$ cat src/rtl/sgd_dot_grad_scale.sv
// Per-sample dot-product accumulate, label subtract, power-of-two scale and saturate.
// Latency: last chunk in cycle T -> grad_out_valid in T+2; dot input is never backpressured.

module sgd_label_fifo #(
    parameter int W     = 32,
    parameter int DEPTH = 16
) (
    input  logic         clk,
    input  logic         rst,
    input  logic         push_i,
    input  logic [W-1:0] push_dat_i,
    input  logic         pop_i,
    output logic [W-1:0] head_o,
    output logic         full_o,
    output logic         empty_o
);
    localparam int AW = $clog2(DEPTH);

    logic [W-1:0]  mem_q [DEPTH];
    logic [AW-1:0] wr_ptr_q;
    logic [AW-1:0] rd_ptr_q;
    logic [AW:0]   cnt_q;
    logic          do_push;
    logic          do_pop;

    assign full_o  = (cnt_q == (AW+1)'(DEPTH));
    assign empty_o = (cnt_q == '0);
    assign head_o  = mem_q[rd_ptr_q];
    // Full blocks a push even when the same cycle pops: ready stays conservative.
    assign do_push = push_i && !full_o;
    assign do_pop  = pop_i && !empty_o;

    always_ff @(posedge clk) begin
        if (do_push) begin
            mem_q[wr_ptr_q] <= push_dat_i;
        end
    end

    always_ff @(posedge clk) begin
        if (rst) begin
            wr_ptr_q <= '0;
            rd_ptr_q <= '0;
            cnt_q    <= '0;
        end else begin
            if (do_push) wr_ptr_q <= wr_ptr_q + AW'(1);
            if (do_pop)  rd_ptr_q <= rd_ptr_q + AW'(1);
            cnt_q <= cnt_q + (AW+1)'(do_push) - (AW+1)'(do_pop);
        end
    end
endmodule

module sgd_dot_grad_scale #(
    parameter int NUM_CHUNKS_WIDTH = 10,
    parameter int LABEL_FIFO_DEPTH = 16,
    parameter int ACC_WIDTH        = 48
) (
    input  logic                        clk,
    input  logic                        rst,
    input  logic [NUM_CHUNKS_WIDTH-1:0] num_chunks,
    input  logic [4:0]                  step_shift,
    input  logic signed [31:0]          dot_in,
    input  logic                        dot_in_valid,
    input  logic signed [31:0]          label_in,
    input  logic                        label_in_valid,
    output logic                        label_in_ready,
    output logic signed [31:0]          grad_out,
    output logic                        grad_out_valid,
    output logic                        grad_sat,
    output logic                        label_err,
    output logic [31:0]                 sample_cnt
);
    localparam int NCW = NUM_CHUNKS_WIDTH;
    localparam int DW  = ACC_WIDTH + 1;

    typedef enum logic {IDLE, ACCUM} state_t;

    state_t                 state_q, state_d;
    logic signed [ACC_WIDTH-1:0] acc_q, acc_d;
    logic [NCW-1:0]         chunk_cnt_q, chunk_cnt_d;
    logic [NCW-1:0]         nc_q, nc_d;
    logic signed [DW-1:0]   diff_q, diff_d;
    logic [4:0]             shift_q, shift_d;
    logic                   s1_vld_q, s1_vld_d;
    logic                   label_err_q, label_err_d;
    logic signed [31:0]     grad_q;
    logic                   grad_vld_q;
    logic                   grad_sat_q;
    logic [31:0]            sample_cnt_q;

    logic [31:0]            fifo_head;
    logic                   fifo_full;
    logic                   fifo_empty;
    logic                   fifo_pop;

    logic [NCW-1:0]         eff_nc;
    logic signed [ACC_WIDTH-1:0] acc_sum;
    logic [31:0]            label_val;
    logic                   is_last;
    logic signed [DW-1:0]   sh;
    logic                   sat_hi;
    logic                   sat_lo;
    logic signed [31:0]     grad_d;

    sgd_label_fifo #(
        .W     (32),
        .DEPTH (LABEL_FIFO_DEPTH)
    ) u_label_fifo (
        .clk        (clk),
        .rst        (rst),
        .push_i     (label_in_valid),
        .push_dat_i (label_in),
        .pop_i      (fifo_pop),
        .head_o     (fifo_head),
        .full_o     (fifo_full),
        .empty_o    (fifo_empty)
    );

    assign label_in_ready = !fifo_full;
    assign eff_nc    = (num_chunks == '0) ? NCW'(1) : num_chunks;
    assign acc_sum   = acc_q + {{(ACC_WIDTH-32){dot_in[31]}}, dot_in};
    // An empty FIFO at sample completion substitutes label 0.
    assign label_val = fifo_empty ? 32'd0 : fifo_head;
    assign is_last   = (state_q == IDLE) ? (eff_nc == NCW'(1))
                                         : (chunk_cnt_q == nc_q - NCW'(1));

    always_comb begin
        state_d     = state_q;
        acc_d       = acc_q;
        chunk_cnt_d = chunk_cnt_q;
        nc_d        = nc_q;
        diff_d      = diff_q;
        shift_d     = shift_q;
        s1_vld_d    = 1'b0;
        label_err_d = label_err_q;
        fifo_pop    = 1'b0;
        if (dot_in_valid) begin
            if (is_last) begin
                diff_d      = {acc_sum[ACC_WIDTH-1], acc_sum}
                            - {{(DW-32){label_val[31]}}, label_val};
                shift_d     = step_shift;
                s1_vld_d    = 1'b1;
                fifo_pop    = 1'b1;
                label_err_d = label_err_q | fifo_empty;
                acc_d       = '0;
                chunk_cnt_d = '0;
                state_d     = IDLE;
            end else begin
                acc_d       = acc_sum;
                chunk_cnt_d = chunk_cnt_q + NCW'(1);
                if (state_q == IDLE) begin
                    nc_d    = eff_nc;
                    state_d = ACCUM;
                end
            end
        end
    end

    // The result fits in 32 bits only when bits [DW-1:31] are all equal.
    assign sh     = diff_q >>> shift_q;
    assign sat_hi = !sh[DW-1] && (|sh[DW-2:31]);
    assign sat_lo = sh[DW-1] && !(&sh[DW-2:31]);
    assign grad_d = sat_hi ? 32'sh7FFFFFFF :
                    sat_lo ? 32'sh80000000 : sh[31:0];

    always_ff @(posedge clk) begin
        if (rst) begin
            state_q      <= IDLE;
            acc_q        <= '0;
            chunk_cnt_q  <= '0;
            nc_q         <= NCW'(1);
            diff_q       <= '0;
            shift_q      <= '0;
            s1_vld_q     <= 1'b0;
            label_err_q  <= 1'b0;
            grad_q       <= '0;
            grad_vld_q   <= 1'b0;
            grad_sat_q   <= 1'b0;
            sample_cnt_q <= '0;
        end else begin
            state_q      <= state_d;
            acc_q        <= acc_d;
            chunk_cnt_q  <= chunk_cnt_d;
            nc_q         <= nc_d;
            diff_q       <= diff_d;
            shift_q      <= shift_d;
            s1_vld_q     <= s1_vld_d;
            label_err_q  <= label_err_d;
            grad_vld_q   <= s1_vld_q;
            grad_sat_q   <= s1_vld_q && (sat_hi || sat_lo);
            if (s1_vld_q) begin
                grad_q       <= grad_d;
                sample_cnt_q <= sample_cnt_q + 32'd1;
            end
        end
    end

    assign grad_out       = grad_q;
    assign grad_out_valid = grad_vld_q;
    assign grad_sat       = grad_sat_q;
    assign label_err      = label_err_q;
    assign sample_cnt     = sample_cnt_q;
endmodule

$ cat config.mk
export PLATFORM = sky130hd
export DESIGN_NAME = sgd_dot_grad_scale
export DESIGN_NICKNAME = d
export VERILOG_FILES = /design/src/rtl/sgd_dot_grad_scale.sv
export SDC_FILE = /design/constraint.sdc
export NUM_CORES = 1
export LEC_CHECK = 0
export CORE_MARGIN = 8
export CORE_UTILIZATION = 40
export CTS_CLUSTER_SIZE = 40
export DETAILED_ROUTE_END_ITERATION = 10
export REMOVE_ABC_BUFFERS = 1
export SYNTH_ARGS = -nofsm -noshare
export SYNTH_HDL_FRONTEND = slang
export SYNTH_SLANG_ARGS = --single-unit
$ cat constraint.sdc
create_clock -name clk -period 12.3 [get_ports clk]
set_input_delay 1.23 -clock clk [delete_from_list [all_inputs] [get_ports clk]]
set_output_delay 1.23 -clock clk [all_outputs]
set_load 0.01 [all_outputs]
# Word level (Yosys, flattened, before mapping)
# Memory sizes are Yosys's and may differ from the RTL's. A register that Yosys moved wholly into a read port is not among the register bits.
# Index checks and enable logic that the tools add are counted.
[classes]
n_addsub = 9
n_eq_ne = 3
n_shift = 1
n_mux = 14
bitwise = 3
reduce_logical = 16
[op_table]
columns = ["cell", "n"]
rows = [
  ["$mux 32", 3],
  ["$sshr 49x5->49", 1],
  ["$sub 48x32->49", 1],
  ["$add 48x48->48", 1],
  ["$mux 48", 1],
  ["$add 32x1->32 const B", 1],
  ["$mux 10", 2],
  ["$reduce_and 17->1", 1],
  ["$reduce_or 17->1", 1],
  ["$add 10x1->10 const B", 1],
  ["$eq 10x1->1 const B", 1],
  ["$eq 10x10->1", 1],
  ["$logic_not 10->1", 1],
  ["$sub 10x1->10 const B", 1],
  ["$add 4x1->4 const B", 2],
  ["$mux 4", 2],
  ["$mux 1", 6],
  ["$add 5x1->5", 1],
  ["$eq 5x5->1 const B", 1],
  ["$logic_and 1x1->1", 5],
  ["$logic_not 5->1", 1],
  ["$sub 5x1->5", 1],
  ["$logic_not 1->1", 4],
  ["$reduce_and 3->1", 1],
  ["4 further kinds", 5],
]
[totals]
register_bits = 204
ram_bits = 512
in_bits = 83
output_inout_bits = 68
word_cells = 62
n_memories = 1
[memory_table]
columns = ["memory", "words", "word_bits", "rd", "rd_ports_with_merged_regs", "write_ports", "line", "text"]
rows = [
  ["u_label_fifo.mem_q", 16, 32, 1, 1, 1, "19", "logic [W-1:0] mem_q [DEPTH];"],
]

# Logic depth before layout (Yosys ltp)
[logic_depth]
depth_word = 9
depth_mapped = 24

# Cells and area by module
# Synthesis repeated with hierarchy kept, for this count alone.
[unflattened]
hier_cells = 2901
area_unflattened_um2 = 35356.4
[by_module_without_submodules]
columns = ["module", "instances", "cells_per_inst", "area_per_inst_um2", "seq_area_each_um2"]
rows = [
  ["sgd_label_fifo", 1, 891, 20007.9, 15715.1],
  ["sgd_dot_grad_scale", 1, 2010, 15348.5, 3823.7],
]

# Least setup slack after synthesis
# OpenSTA, ideal clock, no wires.
[synth_timing]
path_kind = "in2reg"
start = "input dot_in[4]"
end = "register diff_q[29]"
setup_time_ns = 0.122
arrival_time_ns = 5.361
t_required_ns = 12.178
setup_slack_ns = 6.817
path_stages = 19
path_buffers = 0
path_cell_list = "ha_1 > a211oi_1 > o21ai_0 > a311oi_2 > o21ai_0 > nor2b_1 > nand2b_1 > a21o_1 > a21oi_1 > xnor2_1 > ha_1 > nand4_1 > or3_1 > o211ai_1 > o211ai_1 > o41ai_1 > a31oi_1 > and4_1 > a311o_1"
[synth_via]
elab_chain_len = 2
[synth_rtl]
columns = ["item", "line", "text"]
rows = [
  ["from (decl)", "61", "input logic signed [31:0] dot_in,"],
  ["$add 48x48->48", "120", "assign acc_sum = acc_q + {{(ACC_WIDTH-32){dot_in[31]}}, dot_in};"],
  ["$sub 48x32->49", "139", "- {{(DW-32){label_val[31]}}, label_val};"],
  ["to (signal assigned)", "184", "diff_q <= diff_d;"],
  ["to (decl)", "81", "logic signed [DW-1:0] diff_q, diff_d;"],
]
# Every way passes these cells.
# A chain may end at the register's enable or synchronous reset.

# Worst setup path after layout
[layout_timing]
start = "input dot_in[0]"
end = "register diff_q[47]"
# The elaborated chain is that of the path after synthesis.

==> impl_metrics.csv <==
group,metric,value,unit
clocking,clock_latency,0.64,ns
place,dp_cells,3950,
sta,timing.final.ws_setup,6.04,ns
place,hpwl,60600,um
synth,synth_ff_type,"edfxtp_1",
sta,setup_tns,0,ns
detailed_routing,ant_nets,0,
worst_hold_path,min_to,"diff_q[6]$_SDFFE_PP0P_",
clocking,cts.clk_slew.worst_paths,0.06,ns
clocking,cts_resized,0,
clocking,cts_max_level,3,
sta,tightest_slew,1.09,ns
place,gp_congestion,0.905,
synth,synth_seq_cells,720,
synth,syn_avg_cell_area,12.7,um^2
critical_path,r2r_slack,6.37,ns
floorplan,die_area,0.0974,mm^2
sta,fin_skew,0.0438,ns
sta,fmax,160,MHz
worst_hold_path,holdCritPathClass,"flip-flop to flip-flop",
critical_path,reg2reg_depth,16,
detailed_routing,wl_per_cell,22.4,um
detailed_routing,dr.pass1.iters,5,
floorplan,dieWidth,312,um
floorplan,fp.coreArea,0.0869,mm^2
sta,fin_crit_sh,50.9,%
final_layout,area_growth,15.2,%
sta,slew_viol_final,0,
pwr,p_leak,13.7,nW
run_status,status,"finished, final reports clean",
sta,rsz0062_at_grt,"no",
clocking,post-cts-setup-buffer-count,0,
sta,hold_viol,0,
critical_path,cp-end-kind,"flip-flop",
global_route,gr-total-overflow,0,
detailed_routing,vias_per_cell,5.67,
final_layout,fin_nets,3072,
detailed_routing,drcViolationCount,0,
synth,syn_area,0.0351,mm^2
global_route,grt_max_degree,95,
critical_path,crit_type,"input port to flip-flop",
final_layout,design_area,0.0404,mm^2
pwr,ir_worst_vdd,142,uV
global_route,antenna_found_initial,7,
clocking,cts_max_path_buffers,3,
pwr,power_per_cell_area,180,mW/mm^2
detailed_routing,wirelength,91700,um
clocking,cts_tree,"yes",
global_route,grt_pass1_vias,23851,
clocking,root_buffer,"clkbuf_16",
clocking,numCtsBuffers,80,
sta,min_period,6.26,ns
global_route,grt_pass1_wl,141000,um
sta,finalSetupViolCount,0,
critical_path,reg2reg_to,"diff_q[46]$_SDFFE_PP0P_",
floorplan,io_pins,151,
run,maxCapViolCount,0,
worst_hold_path,hold_depth,2,
synth,postSynthCellCount,2769,
floorplan,fp.dieH,312,um
synth,synthArstFlopShare,0,%
critical_path,cp.required,12.82,ns
place,postPlaceCellArea,0.0378,mm^2
final_layout,drive_above_1_share,13.6,%
synth,yosys_warnings,0,
final_layout,fin_cells,4097,
detailed_routing,drtIter0Drc,1957,
place,place_ws,5.46,ns
place,io_buffers,150,
worst_hold_path,min-delay-start,"diff_q[6]$_SDFFE_PP0P_",
floorplan,rows,108,
floorplan,start_util,40.4,%
critical_path,arrival,6.78,ns
critical_path,start_kind,"input port",
clocking,hold_buffers,0,
critical_path,crit_fanout,6,
sta,relSlewSlack,26.9,%
synth,synth_edf_count,512,
synth,ys_seq_area_share,55.7,%
final_layout,final_core_util,46.5,%
synth,ys_types,76,
clocking,clkSinkCount,720,
detailed_routing,vias,23215,
global_route,grt_usage,18.4,%
## cells in the final DEF, fill, tap and decap left out, types with 8 or more instances in the layout
| master | netlist | layout |
|---|---|---|
| xor2_1 | 63 | 63 |
| nand4_1 | 35 | 35 |
| clkbuf_16 | 0 | 82 |
| a211oi_1 | 26 | 26 |
| and2_1 | 13 | 13 |
| a21o_1 | 45 | 45 |
| a21oi_1 | 206 | 206 |
| clkinv_1 | 2 | 16 |
| ha_1 | 109 | 109 |
| nor2b_1 | 30 | 29 |
| and3_1 | 20 | 20 |
| a22o_1 | 40 | 40 |
| or3_1 | 18 | 18 |
| clkinv_2 | 0 | 8 |
| nand2_1 | 324 | 324 |
| nand2b_1 | 35 | 34 |
| nor3_1 | 19 | 15 |
| nand3_1 | 58 | 58 |
| dfxtp_1 | 208 | 201 |
| o211ai_1 | 34 | 34 |
| o21a_1 | 15 | 15 |
| a311o_1 | 9 | 9 |
| nor2_4 | 0 | 12 |
| buf_4 | 8 | 37 |
| mux2i_1 | 42 | 42 |
| xnor2_1 | 78 | 78 |
| mux4_2 | 196 | 196 |
| inv_1 | 46 | 46 |
| a31oi_1 | 21 | 20 |
| clkbuf_1 | 113 | 20 |
| nor2_1 | 194 | 181 |
| edfxtp_1 | 512 | 512 |
| clkdlybuf4s50_1 | 0 | 148 |
| o21ai_0 | 94 | 94 |
| mux2_2 | 9 | 9 |
## sequential cells by signal, summed over array words and instances, names as in the netlist, 4 cells and up, named ones only
register and flops:
u_label_fifo.rd_ptr_q 4, sample_cnt 32, chunk_cnt_q 10, u_label_fifo.mem_q 512, u_label_fifo.cnt_q 5, u_label_fifo.wr_ptr_q 4, diff_q 49, nc_q 10
shift_q 5, grad_out 32, acc_q 48
## metal layers
metal	routed length, um	vias up	part of all wire (%)	track usage (%)
met3	5640	169	6.1	3.87
met2	45100	667	49	31.4
li1	-	10749	-	-
met4	2760	6	3.0	6.11
met1	38200	11624	42	23.2
met5	38	-	0.041	0
## power breakdown
part | switching [W] | leakage (nW) | internal, W
Combinational | 0.00133 | 6.11 | 0.000839
Clock | 0.000997 | 1.26 | 0.00138
Sequential | 0.0000472 | 6.32 | 0.00269
Total | 0.00237 | 13.7 | 0.00491
## through the flow
stage          total power [W]  hold slack (ns)
2_1_floorplan          0.00432            0.435
3_3_place_gp           0.00493            0.456
3_5_place_dp           0.00495            0.464
4_1_cts                0.00733            0.473
5_1_grt                0.00766            0.501
6_report               0.00728            0.471
## layout make-up
type                       count  area [um^2]
sequential                   720        19600
multi-input combinational   1839        14800
timing repair buffer         187         1780
clock inverter                40          460
fill                        7692        46500
clock buffer                 104         2150
inverter                      49          184
tap                         1155         1450
antenna                        3         7.51
## worst max-delay path by stage
stage	startpoint	to	slack (ns)
2_1_floorplan	flip-flop	diff_q[32]$_SDFFE_PP0P_	3.35
3_3_place_gp	dot_in[4]	diff_q[46]$_SDFFE_PP0P_	5.54
3_5_place_dp	dot_in[4]	diff_q[46]$_SDFFE_PP0P_	5.46
4_1_cts	dot_in[4]	diff_q[46]$_SDFFE_PP0P_	6.12
5_1_grt	dot_in[4]	diff_q[44]$_SDFFE_PP0P_	5.65
6_report	dot_in[0]	diff_q[47]$_SDFFE_PP0P_	6.04
## worst max-delay path: stages
cell	delay (ns)
clkdlybuf4s50_1	0.60
ha_1	0.25
inv_1	0.07
fa_1	0.40
nor2b_1	0.18
o211ai_1	0.13
nand3_1	0.19
a41oi_1	0.23
or3_1	0.42
o21ai_0	0.23
xor2_1	0.24
ha_1	0.33
a21oi_1	0.24
o21ai_0	0.23
nor3_1	0.21
o21ai_0	0.23
a21oi_1	0.43
a21o_1	0.23
a31oi_1	0.12
a41oi_1	0.29
mux2i_1	0.22
nand2_1	0.07
## Yosys cell counts, drive strengths merged, types with 8 or more instances
| cell type | instances | area (um^2) |
|---|---|---|
| a211oi | 26 | 195 |
| a21o | 45 | 338 |
| a21oi | 206 | 1030 |
| a22o | 40 | 350 |
| a311o | 9 | 90.1 |
| a31oi | 22 | 144 |
| and2 | 14 | 87.6 |
| and3 | 20 | 125 |
| buf | 48 | 239 |
| clkbuf | 113 | 424 |
| dfxtp | 208 | 4160 |
| edfxtp | 512 | 15400 |
| ha | 109 | 1360 |
| inv | 47 | 176 |
| mux2 | 9 | 101 |
| mux2i | 42 | 420 |
| mux4 | 196 | 4410 |
| nand2 | 324 | 1220 |
| nand2b | 35 | 219 |
| nand3 | 58 | 290 |
| nand4 | 35 | 219 |
| nor2 | 196 | 741 |
| nor2b | 30 | 188 |
| nor3 | 20 | 105 |
| nor4 | 8 | 71.3 |
| o211ai | 34 | 255 |
| o21a | 15 | 113 |
| o21ai | 99 | 495 |
| or3 | 18 | 113 |
| xnor2 | 78 | 683 |
| xor2 | 63 | 552 |
## cells by family (layout without fill, tap and decap cells)
kind of cell | Yosys count | in the layout | share of synthesized area (%)
AOI/OAI and AO/OA | 554 | 554 | 10.0
xor gates and xnor gates | 141 | 141 | 3.52
adders and majority gates | 112 | 112 | 4.06
buffers and inverters | 210 | 380 | 2.41
DFF | 720 | 720 | 55.7
muxes | 247 | 247 | 14.1
other | 0 | 3 | 0
and+or+nand+nor | 785 | 785 | 10.2
(Power assumes the default switching activity.)
